==> config.mk <==
export PLATFORM = sky130hd
export DESIGN_NAME = counter_ud_mod
export DESIGN_NICKNAME = d
export VERILOG_FILES = /design/src/rtl/counter_pkg.sv /design/src/rtl/counter_ud_next.sv /design/src/rtl/counter_ud_mod.sv
export SDC_FILE = /design/constraint.sdc
export NUM_CORES = 1
export LEC_CHECK = 0
export BUFFER_PORTS_ARGS = -buffer_cell sky130_fd_sc_hd__buf_2
export CAP_MARGIN = 20
export CORE_ASPECT_RATIO = 0.8
export CORE_MARGIN = 2
export CORE_UTILIZATION = 65
export CTS_CLUSTER_SIZE = 25
export DETAILED_ROUTE_END_ITERATION = 16
export PLACE_DENSITY = 0.92
export SLEW_MARGIN = 10
export SYNTH_ARGS = -nofsm -noshare
export SYNTH_HDL_FRONTEND = slang
export SYNTH_SLANG_ARGS = --single-unit
==> constraint.sdc <==
create_clock -name clk -period 6.1 [get_ports clk]
set_clock_uncertainty 0.15 [all_clocks]
set_input_delay 0.61 -clock clk [delete_from_list [all_inputs] [get_ports clk]]
set_output_delay 0.61 -clock clk [all_outputs]
set_load 0.02 [all_outputs]
==> src/rtl/counter_pkg.sv <==
// Shared types for the programmable up/down counter: run modes, the
// one-shot state encoding and a mode decode helper.
package counter_pkg;

    typedef enum logic [1:0] {
        MODE_WRAP    = 2'b00,
        MODE_SAT     = 2'b01,
        MODE_ONESHOT = 2'b10
    } cnt_mode_e;

    typedef enum logic {
        ST_RUN  = 1'b0,
        ST_DONE = 1'b1
    } cnt_state_e;

    // Raw 2-bit mode field to run mode; the unused code 2'b11 behaves as wrap.
    function automatic cnt_mode_e decode_mode(input logic [1:0] raw);
        cnt_mode_e m;
        case (raw)
            2'b00:   m = MODE_WRAP;
            2'b01:   m = MODE_SAT;
            2'b10:   m = MODE_ONESHOT;
            default: m = MODE_WRAP;
        endcase
        return m;
    endfunction

endpackage

==> src/rtl/counter_ud_next.sv <==
// Combinational next-count calculation for one enabled step: handles the
// zero step, a stale count above the limit, and the in-range up/down cases
// for wrap, saturate and one-shot modes. Also flags a wrap event and a
// one-shot terminal hit.
module counter_ud_next
    import counter_pkg::*;
#(
    parameter int WIDTH = 8
) (
    input  logic [WIDTH-1:0] count,
    input  logic [WIDTH:0]   step_eff,
    input  logic [WIDTH-1:0] limit,
    input  logic             down,
    input  cnt_mode_e        mode,
    output logic [WIDTH-1:0] next_count,
    output logic             wrap_hit,
    output logic             term_hit
);

    localparam logic [WIDTH:0]   ZERO_X = {(WIDTH + 1){1'b0}};
    localparam logic [WIDTH-1:0] ZERO_W = {WIDTH{1'b0}};
    localparam logic [WIDTH-1:0] ONE_W  = {{(WIDTH - 1){1'b0}}, 1'b1};

    logic [WIDTH:0]   cnt_x_s;
    logic [WIDTH:0]   lim_x_s;
    logic [WIDTH:0]   up_sum_s;
    logic [WIDTH-1:0] up_wrap_s;
    logic [WIDTH-1:0] dn_diff_s;
    logic [WIDTH-1:0] dn_wrap_s;

    // Decisions use the exact WIDTH+1 sum; the wrapped and difference
    // results always land inside 0..limit, so WIDTH-bit arithmetic on them
    // is exact.
    assign cnt_x_s   = {1'b0, count};
    assign lim_x_s   = {1'b0, limit};
    assign up_sum_s  = cnt_x_s + step_eff;
    assign up_wrap_s = up_sum_s[WIDTH-1:0] - limit - ONE_W;
    assign dn_diff_s = count - step_eff[WIDTH-1:0];
    assign dn_wrap_s = count + limit + ONE_W - step_eff[WIDTH-1:0];

    // Select the stepped count and the wrap / terminal flags for this cycle.
    always_comb begin
        next_count = count;
        wrap_hit   = 1'b0;
        term_hit   = 1'b0;
        if (step_eff == ZERO_X) begin
            next_count = count;
        end else if (cnt_x_s > lim_x_s) begin
            // Limit was lowered below the current count: pull back into range.
            case (mode)
                MODE_WRAP:    next_count = ZERO_W;
                MODE_SAT:     next_count = limit;
                MODE_ONESHOT: next_count = limit;
                default:      next_count = ZERO_W;
            endcase
        end else if (!down) begin
            if (up_sum_s <= lim_x_s) begin
                next_count = up_sum_s[WIDTH-1:0];
                term_hit   = (mode == MODE_ONESHOT) && (up_sum_s == lim_x_s);
            end else begin
                case (mode)
                    MODE_WRAP: begin
                        next_count = up_wrap_s;
                        wrap_hit   = 1'b1;
                    end
                    MODE_SAT: begin
                        next_count = limit;
                    end
                    MODE_ONESHOT: begin
                        next_count = limit;
                        term_hit   = 1'b1;
                    end
                    default: begin
                        next_count = up_wrap_s;
                        wrap_hit   = 1'b1;
                    end
                endcase
            end
        end else begin
            if (step_eff <= cnt_x_s) begin
                next_count = dn_diff_s;
                term_hit   = (mode == MODE_ONESHOT) && (step_eff == cnt_x_s);
            end else begin
                case (mode)
                    MODE_WRAP: begin
                        next_count = dn_wrap_s;
                        wrap_hit   = 1'b1;
                    end
                    MODE_SAT: begin
                        next_count = ZERO_W;
                    end
                    MODE_ONESHOT: begin
                        next_count = ZERO_W;
                        term_hit   = 1'b1;
                    end
                    default: begin
                        next_count = dn_wrap_s;
                        wrap_hit   = 1'b1;
                    end
                endcase
            end
        end
    end

endmodule

==> src/rtl/counter_ud_mod.sv <==
// Programmable-modulus up/down counter with variable step, synchronous
// load and wrap / saturate / one-shot run modes. Holds the count, wrap
// pulse and one-shot state registers and the load > enable > hold priority.
module counter_ud_mod
    import counter_pkg::*;
#(
    parameter int WIDTH  = 8,
    parameter int STEP_W = 4
) (
    input  logic              clk,
    input  logic              rst,
    input  logic              en,
    input  logic              load_en,
    input  logic [WIDTH-1:0]  load_val,
    input  logic              down,
    input  logic [STEP_W-1:0] step,
    input  logic [1:0]        mode,
    input  logic [WIDTH-1:0]  limit,
    output logic [WIDTH-1:0]  count,
    output logic              at_max,
    output logic              at_min,
    output logic              wrap,
    output logic              done
);

    logic [WIDTH-1:0] count_r;
    logic             wrap_r;
    cnt_state_e       state_r;

    logic [WIDTH-1:0] count_nxt_s;
    logic             wrap_nxt_s;
    cnt_state_e       state_nxt_s;

    logic [WIDTH:0]   step_x_s;
    logic [WIDTH:0]   lim_x_s;
    logic [WIDTH:0]   step_eff_s;
    logic [WIDTH-1:0] load_clip_s;
    cnt_mode_e        mode_s;

    logic [WIDTH-1:0] step_count_s;
    logic             step_wrap_s;
    logic             step_term_s;

    // A step larger than the whole range is clamped to the limit.
    assign step_x_s    = {{(WIDTH + 1 - STEP_W){1'b0}}, step};
    assign lim_x_s     = {1'b0, limit};
    assign step_eff_s  = (step_x_s < lim_x_s) ? step_x_s : lim_x_s;
    assign load_clip_s = (load_val > limit) ? limit : load_val;
    assign mode_s      = decode_mode(mode);

    counter_ud_next #(
        .WIDTH (WIDTH)
    ) u_next (
        .count      (count_r),
        .step_eff   (step_eff_s),
        .limit      (limit),
        .down       (down),
        .mode       (mode_s),
        .next_count (step_count_s),
        .wrap_hit   (step_wrap_s),
        .term_hit   (step_term_s)
    );

    // Next-state logic: load beats enable; DONE freezes the count until a
    // load or a mode change releases it back to RUN.
    always_comb begin
        count_nxt_s = count_r;
        wrap_nxt_s  = 1'b0;
        state_nxt_s = state_r;
        if (load_en) begin
            count_nxt_s = load_clip_s;
            state_nxt_s = ST_RUN;
        end else if (state_r == ST_DONE) begin
            if (mode_s != MODE_ONESHOT) begin
                state_nxt_s = ST_RUN;
            end else begin
                state_nxt_s = ST_DONE;
            end
        end else if (en) begin
            count_nxt_s = step_count_s;
            wrap_nxt_s  = step_wrap_s;
            state_nxt_s = step_term_s ? ST_DONE : ST_RUN;
        end else begin
            count_nxt_s = count_r;
        end
    end

    // Count, wrap pulse and one-shot state registers.
    always_ff @(posedge clk or posedge rst) begin
        if (rst) begin
            count_r <= {WIDTH{1'b0}};
            wrap_r  <= 1'b0;
            state_r <= ST_RUN;
        end else begin
            count_r <= count_nxt_s;
            wrap_r  <= wrap_nxt_s;
            state_r <= state_nxt_s;
        end
    end

    assign count  = count_r;
    assign wrap   = wrap_r;
    assign done   = (state_r == ST_DONE);
    assign at_max = (count_r == limit);
    assign at_min = (count_r == {WIDTH{1'b0}});

endmodule

==> results.yml, run 1 <==
critical_path:
  required_ns: 6.08
  crit_chain: "buf_2, nor4_1, o21ai_0, nor2_1, mux2_2, ha_1, inv_1, fa_1, nor2b_4, o311a_4, nor2_1, o21ai_0, xnor2_1, ha_1, a2111oi_0, o21ai_0, nor2_1, o32ai_4, or3_1, o21a_1, a31o_1"
  cp_data_arrival_time_ns: 5.65
  reg2reg_slack_ns: 1.73
  crit_path_start_kind: "input pin"
  slowest_stage: "nor4_1"
  cp_top_family: "compound AO/OA/AOI/OAI gates"
  worstPathMaxFanout: 10
  crit_type: "input pin to register"
  end_kind: "register"
  r2r-start: "count[1]"
  path_buf_inv: 2
  slowest_delay_ns: 0.53
  startpoint: "limit[7]"
cells_and_area:
  final_common_cell: "ha_1"
  area_delta_synth_final_pct: 8.22
  antennaDiodeCount: 0
  mostFrequentLayoutCells: "57 x ha_1, 39 x inv_1, 38 x a21oi_1, 38 x buf_2, 32 x nor2_1"
  final_util: 0.735
  drive_gt1_frac: 0.148
  nets: 519
clock_tree:
  ctsHoldBuffers: 0
  cts_tree: "built"
  post_cts_buffers: 0
  clkSinkCount: 10
  cts.path.max_buffers: 2
  clk_pin_slew_ns: 0.05
  cts_resized: 0
  cts_max_level: 1
  numCtsBuffers: 3
  clk_latency_ns: 0.24
  root_buffer: "clkbuf_8"
status:
  status: "finished, final reports clean"
floorplan:
  core_area_sq_mm: 0.00460
  placementRows: 22
  dieArea_sq_mm: 0.00537
  ios: 39
  die_h_um: 66.0
  die_w_um: 81.5
  start_util: 0.679
grt:
  antenna_found_initial: 0
  grtUsageTotal: 0.375
  grt_pass1_wl_um: 15500
  grt_pass1_vias: 3139
  grt_start_max_net_pins: 28
  grt-ovfl-total: 0
logic_synthesis:
  synth-async-reset-ratio: 1.00
  ys_warn_count: 0
  ys_ff_latch: 10
  postSynthCellCount: 394
  synthFlopType: "dfrtp_1"
  seq_area_frac_synth: 0.0802
  syn_avg_cell_area_sq_um: 7.92
  yosysUniqueCellTypes: 67
  synth_area_sq_mm: 0.00312
  synth_edf_count: 0
place:
  hpwl_um: 7560
  port_buffers: 38
  dpl_worst_slack_ns: 0.313
  place_congestion: 1.03
sta:
  worst_pin_slew_ns: 0.950
  slew_headroom: 0.365
  final.setup.worst_slack_ns: 0.424
  final_max_slew_viol_count: 0
  setup_viol: 0
  hold_viol_final: 0
  fin_tns_setup_ns: 0
  timing.hold.ws_ns: 0.221
  fin_crit_sh: 0.931
  fin_crit_ns: 5.68
  fmax_ghz: 0.176
  rsz0062_at_grt: "false"
route:
  firstDrtPassIters: 6
  drc_errors: 0
  vias_per_cell: 6.70
  drt_iter0_drc: 342
  via_count: 3256
  drtAntennaViolNets: 0
  wl_per_cell_um: 19.2
  wl_um: 9350
pwr:
  power_mw: 1.42
  powerDensity_mw_per_mm2: 420
  leakage_nw: 1.59
  vdd_drop_max_v: 0.000251
flow_run:
  drv_cap: 0
worst_hold_path:
  min_path_type: "input pin to async pin"
[worst paths after layout]
kind,to,cells after the start
worst max-delay path,count[5],21
worst min-delay path,count[7],2
worst max register to register,count[5],15
worst min register to register,done,2
max in group asynchronous,count[1],2
min in group clk,done,2
[cells by family after synthesis]
logic type / synth area share
AO/OA/AOI/OAI: 0.265
XOR/XNOR: 0.0646
AND/OR/NAND/NOR: 0.194
buffers and inverters: 0.0726
multiplexers: 0.0485
flip-flops: 0.0802
other: 0.00241
adder cells (fa/ha/maj): 0.273
[flip-flops by register name, summed over array words and instances, names as in the netlist]
name	count
count	8
done	1
wrap	1
[stage by stage]
stage          cell area [sq um]  cells
2_1_floorplan               3140    400
3_3_place_gp                3340    483
3_5_place_dp                3340    483
4_1_cts                     3380    486
5_1_grt                     3380    486
6_report                    3380    486
[power breakdown]
group	switching [mW]	total, mW	internal [mW]
registers	0.0504	0.135	0.0848
clock network	0.0268	0.0701	0.0433
logic	0.710	1.21	0.502
total	0.787	1.42	0.630
[synthesized netlist by cell type (all sizes together) (6+ instances only)]
cell	n	area (sq um)
ha	57	713
inv	39	146
a21oi	38	190
nor2	33	126
nand2	16	60.1
o21ai	15	75.1
xnor2	14	123
clkbuf	11	42.5
dfrtp	10	250
mux2	9	101
xor2	9	78.8
nand4	8	50.1
o211ai	8	60.1
fa	7	140
nand3	7	35.0
nor4	7	58.8
o21a	7	52.6
a21o	6	45.0
nor3	6	30.0
[area by class of cell]
| class | instances | area [sq um] |
|---|---|---|
| Tap cell | 60 | 75.1 |
| Timing Repair Buffer | 39 | 198 |
| Multi-Input combinational cell | 335 | 2670 |
| Sequential cell | 10 | 250 |
| Fill cell | 356 | 1220 |
| Clock buffer | 3 | 41.3 |
| Inverter | 39 | 146 |
[worst reg2reg max path, stage by stage, from the launching register on]
cell	delay (ns)
dfrtp_1	0.66
inv_1	0.19
fa_1	0.53
nor2b_4	0.16
o311a_4	0.20
nor2_1	0.04
o21ai_0	0.18
xnor2_1	0.19
ha_1	0.34
a2111oi_0	0.33
o21ai_0	0.14
nor2_1	0.18
o32ai_4	0.18
or3_1	0.37
o21a_1	0.19
a31o_1	0.22
[layer usage]
metal,up-vias,share of wire,global-route usage
li1,1509,-,-
met1,1484,0.42,0.506
met2,226,0.43,0.582
met3,37,0.13,0.101
met4,0,0.029,0.110
met5,-,0,0
(Power assumes the default switching activity.)
==> inputs of run 2 (changes only) <==
--- a/config.mk
+++ b/config.mk
@@ -5,13 +5,15 @@
 export SDC_FILE = /design/constraint.sdc
 export NUM_CORES = 1
 export LEC_CHECK = 0
-export BUFFER_PORTS_ARGS = -buffer_cell sky130_fd_sc_hd__buf_2
 export CAP_MARGIN = 20
+export CELL_PAD_IN_SITES_DETAIL_PLACEMENT = 0
+export CELL_PAD_IN_SITES_GLOBAL_PLACEMENT = 1
 export CORE_ASPECT_RATIO = 0.8
 export CORE_MARGIN = 2
-export CORE_UTILIZATION = 65
+export CORE_UTILIZATION = 53
 export CTS_CLUSTER_SIZE = 25
 export DETAILED_ROUTE_END_ITERATION = 16
+export DONT_BUFFER_PORTS = 1
 export PLACE_DENSITY = 0.92
 export SLEW_MARGIN = 10
 export SYNTH_ARGS = -nofsm -noshare
==> run 2 against run 1 <==
Against the previous run:
- sequential share of layout area is 0.35 points higher
- routed wire length up 1.8%
- sequential cell count unchanged
- critical path depth grew 1
- power down 2.3%
- critical path type unchanged
- critical endpoint unchanged
- highest routed layer unchanged
==> results.yml, run 2 (synthesis results as in run 1) <==
status:
  status: "finished, final reports clean"
grt:
  grt_start_max_net_pins: 28
  grt_pass1_vias: 2904
  grt-ovfl-total: 0
  antenna_found_initial: 0
  grt_pass1_wl_um: 15400
  grtUsageTotal: 0.302
floorplan:
  start_util: 0.562
  dieArea_sq_mm: 0.00652
  placementRows: 24
  ios: 39
  core_area_sq_mm: 0.00556
  die_w_um: 89.8
  die_h_um: 72.6
route:
  vias_per_cell: 6.36
  drt_iter0_drc: 263
  drtAntennaViolNets: 0
  drc_errors: 0
  firstDrtPassIters: 6
  via_count: 2972
  wl_per_cell_um: 20.4
  wl_um: 9520
place:
  port_buffers: 0
  place_congestion: 0.906
  hpwl_um: 7620
clock_tree:
  root_buffer: "clkbuf_8"
  clk_latency_ns: 0.26
  ctsHoldBuffers: 0
  clk_pin_slew_ns: 0.06
  cts_tree: "built"
  numCtsBuffers: 3
  clkSinkCount: 10
  cts.path.max_buffers: 2
  post_cts_buffers: 0
  cts_resized: 0
  cts_max_level: 1
critical_path:
  crit_type: "input pin to register"
  slowest_stage: "fa_1"
  end_kind: "register"
  crit_chain: "inv_1, ha_1, o21a_1, o21ai_0, nor2_1, mux2_2, ha_1, inv_1, fa_1, nor2b_4, o311a_4, nor2_1, o21ai_0, xnor2_1, ha_1, a2111oi_0, o21ai_0, nor2_1, o32ai_4, or3_1, o21a_1, a31o_1"
  cp_data_arrival_time_ns: 5.34
  reg2reg_slack_ns: 1.65
  slowest_delay_ns: 0.43
  required_ns: 6.10
  cp_top_family: "compound AO/OA/AOI/OAI gates"
  path_buf_inv: 2
  worstPathMaxFanout: 10
  crit_path_start_kind: "input pin"
cells_and_area:
  antennaDiodeCount: 0
  final_common_cell: "ha_1"
  area_delta_synth_final_pct: 3.29
  num-fill-cells: 549
  seqCellArea_sq_um: 250
  largest_register_ffs: 8
  mostFrequentLayoutCells: "57 x ha_1, 39 x inv_1, 38 x a21oi_1"
  drive_gt1_frac: 0.0668
  multiInputGateArea_sq_mm: 0.00267
  nets: 481
sta:
  final_max_slew_viol_count: 0
  timing.hold.ws_ns: 0.110
  fin_tns_setup_ns: 0
  worst_pin_slew_ns: 0.970
  rsz0062_at_grt: "false"
  hold_viol_final: 0
  fin_crit_sh: 0.876
  fmax_ghz: 0.187
  slew_headroom: 0.353
  setup_viol: 0
  fin_crit_ns: 5.34
pwr:
  vdd_drop_max_v: 0.000142
  leakage_nw: 1.44
  power_mw: 1.38
  powerDensity_mw_per_mm2: 430
flow_run:
  drv_cap: 0
worst_hold_path:
  min_path_type: "input pin to async pin"
run 2: per-layer routing:
metal  vias to the layer above  GRT usage  routed length, um
met2                       134      0.471               4000
met1                      1381      0.404               4350
met4                         0     0.0940                224
met3                        22     0.0940                949
li1                       1435          -                  -
met5                         -          0                  0
run 2: per-stage QoR:
| step | cells | cell area, sq um | setup slack [ns] | utilization |
|---|---|---|---|---|
| floorplan | 400 | 3140 | 0.962 | - |
| global route | 467 | 3220 | 0.426 | 0.580 |
| CTS | 467 | 3220 | 0.740 | 0.580 |
| global placement | 463 | 3170 | 0.561 | 0.570 |
| detailed placement | 463 | 3170 | 0.503 | 0.570 |
| finish | 467 | 3220 | 0.756 | 0.580 |
run 2: path summary, 6_finish.rpt:
check                           startpoint  endpoint  depth (start not counted)
worst min register to register        done      done                          2
worst max-delay path              limit[2]  count[5]                         22
worst min-delay path                   rst  count[7]                          1
max in group asynchronous              rst  count[4]                          1
worst max register to register    count[1]  count[5]                         15
min in group clk                   load_en      wrap                          1
run 2: report_power, final:
part | switching [mW] | leakage, nW | internal [mW]
clock network | 0.0372 | 0.0288 | 0.0574
registers | 0.0801 | 0.123 | 0.0838
logic | 0.646 | 1.29 | 0.481
run 2: layout make-up:
| class | count | share of cell area |
|---|---|---|
| timing repair buffer | 1 | 0.00233 |
| sequential | 10 | 0.0776 |
| multi-input combinational | 335 | 0.827 |
| clock buffer | 4 | 0.0171 |
| tap | 78 | 0.0303 |
| inverter | 39 | 0.0454 |
==> inputs of run 3 (changes only) <==
==> constraint.sdc (replaced) <==
create_clock -name clk -period 6.8 [get_ports clk]
set_clock_uncertainty 0.15 [all_clocks]
set_input_delay 0.68 -clock clk [delete_from_list [all_inputs] [get_ports clk]]
set_output_delay 0.68 -clock clk [all_outputs]
set_load 0.02 [all_outputs]
==> run 3 against run 2 <==
Against the previous run:
- via count grew 2.1%
- sequential share of layout area grew 0.052 points
- non-clock buffer count down 1
- register-to-register slack better by 0.59 ns
- setup slack improved by 0.36 ns
- count of clock-buffer cells in the layout decreased by 1
- power decreased by 11%
==> results.yml, run 3 (synthesis results as in run 1) <==
status:
  status: "finished, final reports clean"
route:
  wl_per_cell_um: 20.5
  via_count: 3035
  vias_per_cell: 6.53
  drc_errors: 0
  wl_um: 9550
  drt_iter0_drc: 285
  drtAntennaViolNets: 0
  firstDrtPassIters: 5
pwr:
  internal_power_mw: 0.546
  powerDensity_mw_per_mm2: 387
  seqPwrFrac: 0.118
  clock_power_share: 0.055
  p_comb_frac: 0.827
  power_mw: 1.24
  switchingPower_mw: 0.692
  p_sw_frac: 0.559
  leakage_nw: 1.43
  vdd_drop_max_v: 0.000137
critical_path:
  ff2ff_path_depth: 15
  crit_path_start_kind: "input pin"
  crit_type: "input pin to register"
  slowest_stage: "nor4_1"
  end_kind: "register"
  worstPathMaxFanout: 10
  crit_chain: "nor4_1, o21ai_0, nor2_1, mux2_2, ha_1, inv_1, fa_1, nor2b_4, o311a_4, nor2_1, o21ai_0, xnor2_1, ha_1, a2111oi_0, o21ai_0, nor2_1, o32ai_4, or3_1, o21a_1, a31o_1"
  required_ns: 6.79
  slowest_delay_ns: 0.57
  cp_data_arrival_time_ns: 5.68
grt:
  grtUsageTotal: 0.301
  grt_start_max_net_pins: 28
  antenna_found_initial: 0
  grt-ovfl-total: 0
  grt_pass1_wl_um: 15400
  grt_pass1_vias: 2958
cells_and_area:
  mostFrequentLayoutCells: "57 x ha_1, 39 x inv_1, 38 x a21oi_1"
  num-fill-cells: 535
  multiInputGateArea_sq_mm: 0.00267
  antennaDiodeCount: 0
  area_delta_synth_final_pct: 2.61
  post-route-cell-area_sq_mm: 0.00320
  final_common_cell: "ha_1"
  largest_register_ffs: 8
  seqCellArea_sq_um: 250
  final_util: 0.576
  drive_gt1_frac: 0.0620
  nets: 480
floorplan:
  start_util: 0.562
  die_h_um: 72.6
  ios: 39
  die_w_um: 89.8
  core_area_sq_mm: 0.00556
  dieArea_sq_mm: 0.00652
  placementRows: 24
sta:
  fin_tns_setup_ns: 0
  worst_pin_slew_ns: 0.943
  fin_crit_ns: 5.68
  timing.hold.ws_ns: 0.172
  hold_viol_final: 0
  rsz0062_at_grt: "false"
  final_max_slew_viol_count: 0
  setup_viol: 0
  fmax_ghz: 0.176
  fin_crit_sh: 0.836
  slew_headroom: 0.372
place:
  place_congestion: 0.915
  port_buffers: 0
  hpwl_um: 7650
  place_area_sq_mm: 0.00316
clock_tree:
  cts.path.max_buffers: 2
  cts_resized: 0
  root_buffer: "clkbuf_8"
  numCtsBuffers: 3
  clkSinkCount: 10
  clk_pin_slew_ns: 0.06
  cts_max_level: 1
  clk_latency_ns: 0.25
  cts_tree: "built"
  post_cts_buffers: 0
  ctsHoldBuffers: 0
worst_hold_path:
  min_path_type: "input pin to async pin"
flow_run:
  drv_cap: 0
-- run 3: cell count changes in the layout (fill, tap and decap cells not counted), sizes merged --
cell    delta
buf        -1
clkbuf     -1
-- run 3: power groups by stage --
| stage | Clock [mW] | Combinational, mW | Sequential [mW] |
|---|---|---|---|
| floorplan | 0 | 0.805 | 0.125 |
| global placement | 0 | 0.981 | 0.146 |
| detailed placement | 0 | 0.991 | 0.147 |
| CTS | 0.0659 | 0.998 | 0.146 |
| global route | 0.0684 | 1.13 | 0.150 |
| finish | 0.0683 | 1.02 | 0.146 |
-- run 3: worst max-delay path, delay by kind of cell --
| family | cells | cell delay (ns) |
|---|---|---|
| buffers and inverters | 1 | 0.07 |
| AND/OR/NAND/NOR | 6 | 1.63 |
| AO/OA/AOI/OAI | 8 | 1.81 |
| multiplexers | 1 | 0.41 |
| adder cells (fa/ha/maj) | 3 | 0.80 |
| XOR/XNOR | 1 | 0.26 |
-- run 3: final cells by class --
type                    instances  share of cell area
inverters                      39              0.0457
well taps                      78              0.0305
clock buffers                   3              0.0129
multi-input cells             335               0.833
flip-flops and latches         10              0.0782
-- run 3: final timing paths --
check                      slack (ns)        to      from
max in group asynchronous        6.00      done       rst
max                              1.12  count[5]  limit[7]
min in group clk                 0.34      wrap   load_en
min reg2reg                      0.65      done      done
min                              0.17  count[7]       rst
max reg2reg                      2.24  count[5]  count[1]
-- run 3: per-stage QoR --
stage / worst slack, ns / std cells
finish: 1.12 / 465
global route: 0.807 / 465
CTS: 1.24 / 465
detailed placement: 0.978 / 462
global placement: 1.08 / 462
floorplan: 1.59 / 400
-- run 3: routing by layer --
layer	wire [um]	up-vias	GRT usage
met5	0	-	0
met2	4060	170	0.478
li1	-	1431	-
met3	1070	22	0.100
met4	216	0	0.0855
met1	4210	1412	0.396
